--- src/rtl/score_keeper.sv ---
// score_keeper: goal detection, score keeping and match sequencing for the
// pong datapath. Watches the ball position from the ball-motion stage, counts
// goals on rising edges of the edge condition, and gates the ball via ball_run.
// Optional feature macro: AUTO_RESTART_EN (GAME_OVER times out back to IDLE).
//
// state      | meaning
// -----------+-------------------------------------------------------------
// IDLE       | waiting for start; ball held, scores hold
// SERVE      | post-start / post-goal pause, counter runs down on frame_tick
// PLAY       | ball free-running, goals counted
// GAME_OVER  | a player reached WIN_SCORE; winner and scores hold

module score_keeper #(
  parameter int WIN_SCORE   = 7,
  parameter int SERVE_DELAY = 60,
  parameter int LEFT_GOAL   = 2,
  parameter int RIGHT_GOAL  = 635,
  parameter int OVER_DELAY  = 180
) (
  input  logic       clk,
  input  logic       reset,
  input  logic       frame_tick,
  input  logic       start,
  input  logic [9:0] ball_x,
  input  logic [9:0] ball_y,
  output logic       ball_run,
  output logic [3:0] p1_score,
  output logic [3:0] p2_score,
  output logic       scored_pulse,
  output logic       last_scorer,
  output logic       game_over,
  output logic [1:0] winner
);

  typedef enum logic [1:0] {
    IDLE      = 2'd0,
    SERVE     = 2'd1,
    PLAY      = 2'd2,
    GAME_OVER = 2'd3
  } state_t;

  localparam logic [9:0] LEFT_V  = 10'(LEFT_GOAL);
  localparam logic [9:0] RIGHT_V = 10'(RIGHT_GOAL);
  localparam logic [9:0] Y_LIMIT = 10'd480;
  localparam logic [3:0] WIN_V   = 4'(WIN_SCORE);
  localparam logic [7:0] SERVE_V = 8'(SERVE_DELAY);
  localparam logic [7:0] OVER_V  = 8'(OVER_DELAY);

  state_t     state;
  logic [7:0] counter;
  logic       prev_gl;
  logic       prev_gr;

  logic       gl;
  logic       gr;
  logic       goal_l;
  logic       goal_r;
  logic [3:0] p1_inc;
  logic [3:0] p2_inc;

  // Edge conditions, rising-edge goal qualification (left wins a tie) and
  // saturating score increments.
  always_comb begin
    gl     = (ball_x < LEFT_V) && (ball_y < Y_LIMIT);
    gr     = (ball_x >= RIGHT_V) && (ball_y < Y_LIMIT);
    goal_l = gl && !prev_gl;
    goal_r = gr && !prev_gr && !gl;
    p1_inc = (p1_score == 4'd15) ? 4'd15 : p1_score + 4'd1;
    p2_inc = (p2_score == 4'd15) ? 4'd15 : p2_score + 4'd1;
  end

  // Match state machine with all outputs registered.
  always_ff @(posedge clk) begin
    if (!reset) begin
      state        <= IDLE;
      counter      <= 8'd0;
      prev_gl      <= 1'b0;
      prev_gr      <= 1'b0;
      ball_run     <= 1'b0;
      p1_score     <= 4'd0;
      p2_score     <= 4'd0;
      scored_pulse <= 1'b0;
      last_scorer  <= 1'b0;
      game_over    <= 1'b0;
      winner       <= 2'b00;
    end else begin
      prev_gl      <= gl;
      prev_gr      <= gr;
      scored_pulse <= 1'b0;
      case (state)
        IDLE: begin
          ball_run <= 1'b0;
          if (start) begin
            p1_score <= 4'd0;
            p2_score <= 4'd0;
            winner   <= 2'b00;
            counter  <= SERVE_V;
            state    <= SERVE;
          end
        end
        SERVE: begin
          if (frame_tick) begin
            if (counter <= 8'd1) begin
              counter  <= 8'd0;
              ball_run <= 1'b1;
              state    <= PLAY;
            end else begin
              counter <= counter - 8'd1;
            end
          end
        end
        PLAY: begin
          if (goal_l || goal_r) begin
            scored_pulse <= 1'b1;
            ball_run     <= 1'b0;
            last_scorer  <= goal_l;
            if (goal_l) p2_score <= p2_inc;
            else        p1_score <= p1_inc;
            if ((goal_l && p2_inc == WIN_V) || (goal_r && p1_inc == WIN_V)) begin
              // OVER_DELAY load is only consumed by the auto-restart timeout.
              counter   <= OVER_V;
              game_over <= 1'b1;
              winner    <= goal_l ? 2'b10 : 2'b01;
              state     <= GAME_OVER;
            end else begin
              counter <= SERVE_V;
              state   <= SERVE;
            end
          end
        end
        GAME_OVER: begin
          ball_run <= 1'b0;
`ifdef AUTO_RESTART_EN
          if (start || (frame_tick && counter <= 8'd1)) begin
            counter   <= 8'd0;
            p1_score  <= 4'd0;
            p2_score  <= 4'd0;
            winner    <= 2'b00;
            game_over <= 1'b0;
            state     <= IDLE;
          end else if (frame_tick) begin
            counter <= counter - 8'd1;
          end
`else
          if (start) begin
            p1_score  <= 4'd0;
            p2_score  <= 4'd0;
            winner    <= 2'b00;
            game_over <= 1'b0;
            counter   <= SERVE_V;
            state     <= SERVE;
          end
`endif
        end
        default: state <= IDLE;
      endcase
    end
  end

endmodule

--- config.mk ---
export PLATFORM = sky130hd
export DESIGN_NAME = score_keeper
export DESIGN_NICKNAME = d
export VERILOG_FILES = /design/src/rtl/score_keeper.sv
export SDC_FILE = /design/constraint.sdc
export NUM_CORES = 1
export LEC_CHECK = 0
export BUFFER_PORTS_ARGS = -buffer_cell sky130_fd_sc_hd__buf_2
export CORE_UTILIZATION = 49
export CTS_CLUSTER_SIZE = 40
export DETAILED_ROUTE_END_ITERATION = 6
export GPL_ROUTABILITY_DRIVEN = 0
export GPL_TIMING_DRIVEN = 0
export PLACE_DENSITY_LB_ADDON = 0.3
export SLEW_MARGIN = 25
export SYNTH_ARGS = -nofsm -noshare
export SYNTH_HDL_FRONTEND = slang
export SYNTH_SLANG_ARGS = --single-unit
--- constraint.sdc ---
create_clock -name clk -period 4.8 [get_ports clk]
set_input_delay 1.44 -clock clk [delete_from_list [all_inputs] [get_ports clk]]
set_output_delay 1.44 -clock clk [all_outputs]
set_load 0.02 [all_outputs]
Yosys cells after proc, flatten, opt, wreduce, memory -nomap -nowiden:

Cells that the tools add are included.

* eq/ne operators: 15
* reductions and logical operators: 25
* add/sub/neg operators: 3
* multiplexer cells: 35
* order comparisons: 4

Operators with widths (number)
* 8-bit two-way mux: 5
* 4-bit two-way mux: 7
* 8-bit one-hot mux with 3 select lines: 1
* 4-bit AND reduction: 5
* 2-bit two-way mux: 9
* 4-bit one-hot mux with 2 select lines: 2
* 2-bit inequality test, second input constant: 7
* 10-bit greater-or-equal comparator, second input constant: 1
* 10-bit by 2-bit less-than comparator with 1-bit output, second input constant: 1
* 10-bit by 9-bit less-than comparator with 1-bit output, second input constant: 1
* 4-bit by 1-bit adder with 4-bit output, second input constant: 2
* 4-bit by 3-bit equality test with 1-bit output, second input constant: 2
* 4-bit equality test, second input constant: 2
* 8-bit by 1-bit less-or-equal comparator with 1-bit output, second input constant: 1
* 8-bit by 1-bit subtractor with 8-bit output, second input constant: 1
* 1-bit logical AND: 7
* 1-bit two-way mux: 7
* 2-bit one-hot mux with 3 select lines: 1
* 3-bit AND reduction: 2
* 2-bit equality test, second input constant: 2
* 2-bit one-hot mux with 2 select lines: 1
* 2-bit AND reduction: 2
* 2-bit nonzero test: 2
* 1-bit zero test: 3
* 7 further kinds: 8

* register bits: 26
* word-level logic and storage cells: 93

Logic depth before layout (Yosys ltp):

Gate-level depths: netlist of the first run.

* depth in word-level cells: 9
* mapped depth: 10

Worst setup path before layout of the first run:

Ideal clock, no wire load.

* kind: input-to-reg
* from: in ball_y[5]
* to: reg winner[0]
* path slack: 1.964 ns
* cell stages on the path: 6
* setup time: 0.072 ns
* path buffers: 0
* data arrival time: 2.764 ns
* cells stage by stage: a41o_1 -> nor3b_2 -> nand2_2 -> o311ai_4 -> and2b_2 -> mux2i_1

* longest elaborated chain between the ends: 8
* elaborated cells on any way between the ends: 18

RTL lines
* from (decl): RTL line 25 `input logic [9:0] ball_y,`
* 10-bit by 9-bit less-than comparator with 1-bit output *: RTL line 64, 65
* 1-bit logical AND (on tied branches): RTL line 65, 64
* 1-bit logical AND or 1-bit zero test (tied branches): RTL line 67 `goal_r = gr && !prev_gr && !gl;`
* 1-bit logical AND: RTL line 67
* 1-bit logical AND: RTL line 119 `if ((goal_l && p2_inc == WIN_V) || (goal_r && p1_inc == WIN_V)) begin`
* 1-bit logical OR: RTL line 119
* 2-bit inequality test (no line)
* 4-bit AND reduction (no line)
* to (signal assigned): RTL line 123 `winner <= goal_l ? 2'b10 : 2'b01;`
* to (decl): RTL line 32 `output logic [1:0] winner`

Every way passes the cells marked *; elsewhere a longest branch is shown, timed or not. The select of a mux whose other input is x is not followed.
A chain may end at the register's enable or synchronous reset.

Worst setup path after layout of the first run:

* from: in ball_x[8]
* to: reg winner[1]

* longest elaborated chain between the ends: 8
* elaborated cells on any way between the ends: 19

RTL lines
* from (decl): RTL line 24 `input logic [9:0] ball_x,`
* 10-bit greater-or-equal comparator or 10-bit by 2-bit less-than comparator with 1-bit output (tied branches): RTL line 65, 64
* 1-bit logical AND (on tied branches): RTL line 65, 64
* 1-bit logical AND or 1-bit zero test (tied branches): RTL line 67
* 1-bit logical AND: RTL line 67
* 1-bit logical AND: RTL line 119
* 1-bit logical OR: RTL line 119
* 2-bit inequality test (no line)
* 4-bit AND reduction (no line)

Several ways; a longest one is shown, not always the timed one. The select of a mux whose other input is x is not followed.

==> summary.txt, run 1 <==
Setup path
  • Kind of critical path: in -> reg
  • FF-to-FF Start: state[0]
  • Worst Path Required: roughly 5000 ps
  • Worst Path Arrival: 3020 ps
  • Crit end category: register
  • Setup crit start kind: input port
  • R2r endpoint: p2_score[3]
  • Worst R2R Setup Slack: 2630 ps
  • R2R depth: 9
  • CP Max Fanout: 4

Min path
  • Hold path depth: 2
  • Worst min path class: reg -> reg
  • WHS Endpoint: winner[0]
  • Hold Crit Start: winner[0]

Drt
  • Via density: 5.672
  • Initial DRC count: 83
  • Drt wl/cell: roughly 13 um
  • Initial DRT Pass Iterations: 4
  • Routed WL: 3.579 mm
  • Drt drc: 0
  • DRT antenna net count: 0
  • Vias: around 1.5k

Timing
  • Slew Limit Headroom: 68.68%
  • Final setup fails: 0
  • Final Hold Fails: 0
  • Setup TNS: 0 ps
  • Max Fclk: about 0.36 GHz
  • Fin crit share: between 50 and 60%
  • Clock Skews: 3.741 ps
  • Slew Viols, Final: 0
  • Min cycle time layout: 2752 ps
  • RSZ-0062 raised after global routing: no
  • WHS: approximately 460 ps
  • Slew @ Worst Pin: approximately 470 ps

Pwr
  • Pwr dens: a little under 500 mW/mm^2
  • Combinational Power Share: 55.4%
  • Clock power share: between 10% and 20%
  • Worst VDD drop: ~240 uV
  • Power consumption: 0.9127 mW
  • Sw frac: 46.83%
  • Part of the power in registers: 34.3%
  • Switch Pwr: roughly 0.43 mW
  • Leakage power: 0.7664 nW
  • Cell Int Power: 0.4852 mW

Placed design
  • # placed instances: 268
  • Number of port buffers: 31
  • Detailed placer's ending HPWL: 2.753 mm

Logic synthesis
  • Mapped cell area: ~0.0016 mm^2
  • Yosys reg bits: 26
  • Seq/Total Area, Yosys: 31.85%
  • Cell variety after synth: between 50 and 60
  • Syn avg cell area: 8.467 um^2
  • Most used flip-flop cell after synthesis: dfxtp_1
  • Ys Warns: 0
  • Asr flop ratio synth: 0%
  • Syn Nets: between 200 and 250
  • Mapped Cells: just under 200
  • Post-synth EDFFs: 0

Global route
  • First-pass GRT wire length: 5.934 mm
  • Largest net degree at the start of global routing: 14
  • All-Layer GR Usage: 21.76%
  • Gr ovfl total: 0
  • Vias in the first global route: 1334
  • Initial antenna violation count: 0

Clock tree
  • Postcts setup bufs: 0
  • CTS H-tree lvls: 1
  • Hold Buf Count CTS: 0
  • CTS tree: done
  • Clk buf depth: 2
  • Worst-Skew Late Latency: about 320 ps
  • CTS clk-pin slew, worst paths: approximately 140 ps
  • Total CTS buffers: 3
  • Clk root buf: clkbuf_4
  • Cts repair resizes: 0
  • Sink Count: 26

Final layout
  • Layout cell share with drive strength beyond 1: ~22%
  • Final cell count without fillers: around 270
  • Nets: 261
  • N_diodes: 0
  • Commonest cells after routing, fill and taps aside: 33 x buf_2, 26 x dfxtp_1, 17 x a21oi_1
  • Commonest non-fill, non-tap cell in the layout: buf_2
  • P&R area growth vs syn: 14.24%

Outcome
  • Status: complete, no violations

Floorplan
  • Site row count: 20
  • DIE WIDTH: 59.75 um
  • Die area: 0.003569 mm^2
  • Initial Util: 52.66%
  • Number of I/O pins: 38
  • Core ar.: between 0.003 and 0.004 mm^2
  • Die Y: 59.75 um

Job
  • Number of max-cap violations: 0
power groups by stage:
stage                     combinational, mW  sequential [mW]  clock (mW)
after floorplan                       0.371            0.325           0
after CTS                             0.500            0.312      0.0969
after global placement                0.493            0.317           0
final                                 0.506            0.313      0.0931
after detailed placement              0.496            0.317           0
after global routing                  0.560            0.322       0.105
metal layers:
metal / vias to the layer above / GRT usage (%) / share of wire, %
met1: 694 / 31.73 / 51
met5: - / 0 / 0
met4: 0 / 7.641 / 0.53
li1: 793 / - / -
met2: 48 / 33.02 / 43
met3: 2 / 2.381 / 5.3
Yosys cell counts, drive strengths merged (3+ instances only):
cell type  instances  area [um^2]
or3                4        25.02
nand4              5        31.28
dfxtp             26        520.5
inv               12        45.04
nand3              9        45.04
clkbuf             6        23.77
nand2             14        55.06
a21oi             18        101.4
ha                 8        100.1
o31ai              6        58.81
nor2              14        52.55
nor4               3        40.04
a211oi             4        30.03
nor3               6        30.03
nand2b             5        31.28
mux2i              5        50.05
o21ai             13        65.06
nor3b              4        35.03
logic make-up after synthesis:
group / share of synthesized area (%)
simple gates: 23.74
compound gates: 29.10
flops: 31.85
buf+inv: 5.053
fa+ha+maj: 6.126
mux: 3.063
xor+xnor: 1.072
worst max-delay path, cell delays in order:
cell and delay, ps:
buf_2 120, nor4_2 320, and4_4 310, nand4_1 250
o311ai_4 180, and2b_2 230, mux2i_1 170
registers in the layout, summed over array words and instances (netlist names):
| signal | cells |
|---|---|
| counter | 8 |
| p2_score | 4 |
| prev_gr | 1 |
| ball_run | 1 |
| game_over | 1 |
| scored_pulse | 1 |
| last_scorer | 1 |
| p1_score | 4 |
| winner | 2 |
| prev_gl | 1 |
| state | 2 |
final cells by class:
cell class	count	area [um^2]
inverters	13	48.80
clock buffers	3	22.52
fillers	293	1236
multi-input cells	146	1031
flip-flops and latches	26	520.5
well taps	44	55.05
repair buffers	31	155.1
plain buffers	8	33.78
how the worst max path moves through the flow:
| stage | endpoint | slack (ps) | startpoint |
|---|---|---|---|
| after CTS | winner[1] | 2060 | ball_x[8] |
| after global routing | winner[0] | 1900 | ball_y[5] |
| after floorplan | winner[0] | 1960 | ball_y[5] |
| after global placement | winner[0] | 1740 | ball_y[5] |
| after detailed placement | winner[0] | 1730 | ball_y[5] |
| final | winner[1] | 2050 | ball_x[8] |
metrics by stage:
stage	worst slack, ps	util [%]	area (um^2)
2_1_floorplan	1964	-	1634
3_3_place_gp	1737	59.44	1844
6_report	2048	60.16	1867
3_5_place_dp	1731	59.44	1844
5_1_grt	1902	60.16	1867
4_1_cts	2064	60.16	1867
Power figures use the tool's default switching activity.
==> inputs of run 2 (changes only) <==
--- a/config.mk
+++ b/config.mk
@@ -6,7 +6,7 @@
 export NUM_CORES = 1
 export LEC_CHECK = 0
 export BUFFER_PORTS_ARGS = -buffer_cell sky130_fd_sc_hd__buf_2
-export CORE_UTILIZATION = 49
+export CORE_UTILIZATION = 48
 export CTS_CLUSTER_SIZE = 40
 export DETAILED_ROUTE_END_ITERATION = 6
 export GPL_ROUTABILITY_DRIVEN = 0
==> constraint.sdc (replaced) <==
create_clock -name clk -period 2.5 [get_ports clk]
set_input_delay 0.75 -clock clk [delete_from_list [all_inputs] [get_ports clk]]
set_output_delay 0.75 -clock clk [all_outputs]
set_load 0.02 [all_outputs]
==> run 2 against run 1 <==
  * Register-to-register slack got worse by 2300 ps
  * Clock-buffer cell count increased by 1
  * Worst hold slack better by 6.8 ps
  * Combinational power up 92%
  * Global-route usage shrank 0.67 points
  * Routed wire length up 1.2%
  * Non-clock buffer count unchanged
  * Total power is 97% higher
  * Via count up 0.52%
==> summary.txt, run 2 (synthesis gave the netlist of run 1 again) <==
Floorplan
  • Site row count: 20
  • Number of I/O pins: 38
  • Initial Util: 51.83%
  • Die area: ~0.0036 mm^2
  • Die Y: 60.35 um
  • Core ar.: 0.003153 mm^2
  • DIE WIDTH: 60.35 um

Drt
  • WL met1: 1.910 mm
  • Initial DRC count: 83
  • Vias: between 1.5k and 2k
  • Routed WL: approximately 3.6 mm
  • Drt drc: 0
  • DR WL met2: 1.472 mm
  • DRT antenna net count: 0
  • Initial DRT Pass Iterations: 4
  • Met3 routed WL: 213 um
  • Via density: 5.680
  • Highest routed metal layer: met4
  • Drt wl/cell: approximately 13 um

Min path
  • WHS Endpoint: winner[0]
  • Worst min path class: reg -> reg
  • Hold path depth: 2
  • Hold Crit Start: winner[0]

Setup path
  • CP Launch Point: state[0]
  • R2R depth: 9
  • Kind of critical path: reg -> reg
  • Slowest cell delay on critical path: between 400 and 500 ps
  • Crit end category: register
  • Setup crit start kind: register
  • Worst Path Required: 2740 ps
  • R2r endpoint: p2_score[3]
  • CP max-delay cell: dfxtp_1
  • Cell Chain, Critical Path: inv_1 -> ha_1 -> clkbuf_1 -> nand2b_1 -> nand2_1 -> a21o_1 -> buf_2 -> nor2_1 -> o221a_2
  • Worst Path Arrival: 2440 ps
  • FF-to-FF Start: state[0]
  • CP Max Fanout: 9
  • Worst R2R Setup Slack: between 200 and 300 ps

Placed design
  • Number of port buffers: 31
  • Detailed placer's ending HPWL: 2.703 mm
  • # placed instances: 268

Final layout
  • Largest reg by FF count: counter
  • Final cell count without fillers: 272
  • Layout cell share with drive strength beyond 1: 22.37%
  • Final core occ: between 50 and 60%
  • P&R area growth vs syn: 15.08%
  • Max reg flops: 8
  • Nets: 261
  • Largest registers: counter x8, p1_score x4, p2_score x4
  • N_diodes: 0
  • Commonest non-fill, non-tap cell in the layout: buf_2
  • Commonest cells after routing, fill and taps aside: 33 x buf_2, 26 x dfxtp_1, 17 x a21oi_1

Timing
  • Clock Skews: roughly 3.4 ps
  • Slew @ Worst Pin: 456.8 ps
  • Max Fclk: 0.4532 GHz
  • Final Hold Fails: 0
  • Fin crit share: 88.26%
  • Min cycle time layout: roughly 2200 ps
  • Final setup fails: 0
  • Setup TNS: 0 ps
  • RSZ-0062 raised after global routing: no
  • Slew Viols, Final: 0
  • Slew Limit Headroom: 69.48%

Clock tree
  • Clk root buf: clkbuf_4
  • Total CTS buffers: 3
  • Worst-Skew Late Latency: 330 ps
  • Clk buf depth: 2
  • CTS tree: done
  • CTS H-tree lvls: 1
  • Postcts setup bufs: 0
  • CTS clk-pin slew, worst paths: 150 ps
  • Cts repair resizes: 0
  • Hold Buf Count CTS: 0
  • Sink Count: 26

Global route
  • All-Layer GR Usage: 21.09%
  • Vias in the first global route: 1292
  • Largest net degree at the start of global routing: 15
  • Initial antenna violation count: 0
  • First-pass GRT wire length: between 5 and 6 mm
  • Gr ovfl total: 0

Pwr
  • Sw frac: 46.50%
  • Part of the power in registers: 33.5%
  • Power consumption: approximately 1.8 mW
  • Combinational Power Share: 54.1%
  • Worst VDD drop: roughly 480 uV
  • Leakage power: 0.7736 nW
  • Switch Pwr: 0.8374 mW
  • Pwr dens: ~960 mW/mm^2
  • Clock power share: 12.4%
  • Cell Int Power: 0.9633 mW

Job
  • Number of max-cap violations: 0

Outcome
  • Status: complete, no violations
## run 2: cell count changes in the layout (fill, tap and decap cells not counted), sizes merged
cell and change:
clkbuf +1
## run 2: area by class of cell
cell class | count | area (um^2)
Buffer | 8 | 33.78
Clock buffer | 4 | 36.28
Fill cell | 306 | 1272
Inverter | 13 | 48.80
Multi-Input combinational cell | 146 | 1031
Sequential cell | 26 | 520.5
Tap cell | 44 | 55.05
Timing Repair Buffer | 31 | 155.1
## run 2: worst max path at each step
stage | to | cells after the start | slack (ps)
global placement | winner[0] | 7 | 120
CTS | p2_score[3] | 9 | 320
floorplan | winner[0] | 6 | 350
finish | p2_score[3] | 9 | 290
detailed placement | winner[1] | 7 | 80
global route | p2_score[1] | 10 | 130
## run 2: power groups by stage
stage / sequential [mW] / combinational, mW / clock [mW]
final: 0.604 / 0.974 / 0.223
after detailed placement: 0.609 / 0.950 / 0
after global placement: 0.608 / 0.947 / 0
after global routing: 0.618 / 1.08 / 0.239
after floorplan: 0.625 / 0.712 / 0
after CTS: 0.600 / 0.962 / 0.225
## run 2: per-layer routing
metal,track usage (%),vias up
met5,0,-
met4,4.983,0
met3,1.919,5
met2,31.55,54
met1,32.46,694
li1,-,792
## run 2: per-stage QoR
stage / area, um^2 / worst slack [ps] / hold WS (ps)
floorplan: 1634 / 354.3 / 458.7
global placement: 1844 / 120.5 / 445.9
detailed placement: 1844 / 75.27 / 452.7
CTS: 1881 / 318.6 / 472.0
global route: 1881 / 130.5 / 526.9
finish: 1881 / 293.6 / 469.8
## run 2: worst max-delay path, delay by kind of cell (launching register included)
family	cells	cell delay [ps]
buffers and inverters	3	560
AOI/OAI and AO/OA	2	340
DFF	1	420
adders and majority gates	1	270
and+or+nand+nor	3	540
==> inputs of run 3 (changes only) <==
--- a/config.mk
+++ b/config.mk
@@ -6,6 +6,7 @@
 export NUM_CORES = 1
 export LEC_CHECK = 0
 export BUFFER_PORTS_ARGS = -buffer_cell sky130_fd_sc_hd__buf_2
+export CORE_ASPECT_RATIO = 1.1
 export CORE_UTILIZATION = 48
 export CTS_CLUSTER_SIZE = 40
 export DETAILED_ROUTE_END_ITERATION = 6
==> run 3 against run 2 <==
  * Via count grew 0.45%
  * Clock power grew 33%
  * Critical path depth is the same
  * The flow now finishes with violations (design-rule violations)
  * Design area grew 0.20%
  * Largest power group unchanged
  * Register-to-register slack lost 50 ps
==> summary.txt, run 3 (synthesis gave the netlist of run 1 again) <==
Timing
  • Final setup fails: 0
  • RSZ-0062 raised after global routing: no
  • Final Hold Fails: 0
  • Min cycle time layout: 2253 ps
  • Slew Limit Headroom: ~65%
  • Post-route setup slack: 246.9 ps
  • Slew Viols, Final: 0
  • Max Fclk: 0.4438 GHz
  • Slew @ Worst Pin: 517.5 ps
  • Setup TNS: 0 ps
  • Fin crit share: approximately nine tenths
  • Clock Skews: 9.330 ps
  • WHS: 481.2 ps

Setup path
  • CP Launch Point: state[0]
  • R2R depth: 9
  • Kind of critical path: reg -> reg
  • Worst Path Arrival: 2490 ps
  • Cell Chain, Critical Path: inv_1 -> ha_1 -> clkbuf_1 -> nand2b_1 -> nand2_1 -> a21o_1 -> buf_2 -> nor2_1 -> o221a_2
  • Setup crit start kind: register
  • CP Max Fanout: 9
  • Crit path capture: p2_score[3]
  • R2r endpoint: p2_score[3]
  • Worst R2R Setup Slack: 250 ps
  • CP max-delay cell: dfxtp_1
  • Cell count along the critical path: 9
  • Worst Path Required: 2730 ps
  • Critical path buffers and inverters: 3
  • Slowest cell delay on critical path: roughly 420 ps
  • Crit end category: register
  • FF-to-FF Start: state[0]
  • Cell family with most CP delay: buffers and inverters

Drt
  • Via density: 5.924
  • Vias: 1552
  • Drt wl/cell: 13.94 um
  • Initial DRT Pass Iterations: 6
  • Drt drc: 1
  • DRT antenna net count: 0
  • Initial DRC count: 61
  • Routed WL: between 3 and 4 mm

Clock tree
  • Cts repair resizes: 0
  • Worst-Skew Late Latency: 330 ps
  • CTS H-tree lvls: 1
  • Hold Buf Count CTS: 0
  • Clk buf depth: 2
  • CTS clk-pin slew, worst paths: 160 ps
  • Sink Count: 26
  • Clk root buf: clkbuf_4
  • Postcts setup bufs: 0
  • CTS tree: done
  • Total CTS buffers: 3

Floorplan
  • DIE WIDTH: just under 60 um
  • Die area: 0.003642 mm^2
  • Number of I/O pins: 38
  • Die Y: ~63 um
  • Site row count: 21
  • Initial Util: 51.83%
  • Core ar.: 0.003153 mm^2

Final layout
  • Final cell count without fillers: roughly 260
  • Fin area: between 0.0015 and 0.002 mm^2
  • Commonest non-fill, non-tap cell in the layout: buf_2
  • P&R area growth vs syn: 15.31%
  • Final core occ: between 50 and 60%
  • Max reg flops: 8
  • Largest registers: counter x8, p1_score x4, p2_score x4
  • Layout cell share with drive strength beyond 1: 22.37%
  • N_diodes: 0
  • Commonest cells after routing, fill and taps aside: 33 x buf_2, 26 x dfxtp_1, 17 x a21oi_1
  • Largest reg by FF count: counter
  • Nets: 261

Placed design
  • Placed Area: 0.001832 mm^2
  • # placed instances: between 200 and 300
  • Number of port buffers: 31
  • Pre-CTS setup slack: approximately 89 ps
  • Detailed placer's ending HPWL: 2.736 mm

Pwr
  • Cell Int Power: 1.037 mW
  • Worst VDD drop: 496.5 uV
  • Leakage power: 0.7805 nW
  • Sw frac: 44.63%
  • Clock power share: 15.9%
  • Power consumption: 1.873 mW
  • Combinational Power Share: 52.2%
  • Switch Pwr: roughly 0.84 mW
  • Pwr dens: 993.9 mW/mm^2
  • Part of the power in registers: 32.0%

Outcome
  • Failing checks: design-rule violations
  • Status: finished, violations left

Global route
  • Vias in the first global route: between 1k and 1.5k
  • Largest net degree at the start of global routing: 16
  • Initial antenna violation count: 0
  • All-Layer GR Usage: between 20 and 25%
  • First-pass GRT wire length: 6.313 mm
  • Gr ovfl total: 0

Min path
  • Worst min path class: reg -> reg

Job
  • Number of max-cap violations: 0
==> run 3: cell types whose count changed in the layout (fill, tap and decap cells not counted) <==
| cell | before | now |
|---|---|---|
| clkbuf_8 | 1 | 0 |
| bufinv_16 | 0 | 1 |
==> run 3: metal layers <==
layer	GRT usage [%]	vias to the layer above	wire, um
met3	2.053	2	137
met4	6.707	0	23
met1	28.48	725	1735
met2	36.77	31	1756
li1	-	794	-
met5	0	-	0
==> run 3: final cells by class <==
| class | instances | area, um^2 |
|---|---|---|
| Multi-Input combinational cell | 146 | 1031 |
| Fill cell | 294 | 1269 |
| Buffer | 8 | 33.78 |
| Clock inverter | 1 | 30.03 |
| Sequential cell | 26 | 520.5 |
| Inverter | 13 | 48.80 |
| Clock buffer | 3 | 22.52 |
| Tap cell | 34 | 42.54 |
| Timing Repair Buffer | 31 | 155.1 |
==> run 3: how the worst min path moves through the flow <==
stage                      end       start  depth (start not counted)  slack [ps]
floorplan           counter[1]  counter[1]                          2         460
global placement     winner[0]   winner[0]                          2         450
detailed placement   winner[0]   winner[0]                          2         450
CTS                  winner[0]   winner[0]                          2         480
global route         winner[1]   winner[1]                          2         500
finish               winner[0]   winner[0]                          2         480
==> run 3: worst register-to-register path, cell delays in order (launching register included) <==
cell and delay, ps:
dfxtp_1 420, inv_1 80, ha_1 270, clkbuf_1 330, nand2b_1 220, nand2_1 250, a21o_1 110, buf_2 190
nor2_1 70, o221a_2 230
==> run 3: power groups by stage <==
stage	logic (mW)	registers (mW)	clock network [mW]
2_1_floorplan	0.712	0.625	0
3_3_place_gp	0.953	0.607	0
3_5_place_dp	0.962	0.608	0
4_1_cts	0.973	0.598	0.300
5_1_grt	1.09	0.615	0.317
6_report	0.977	0.598	0.297
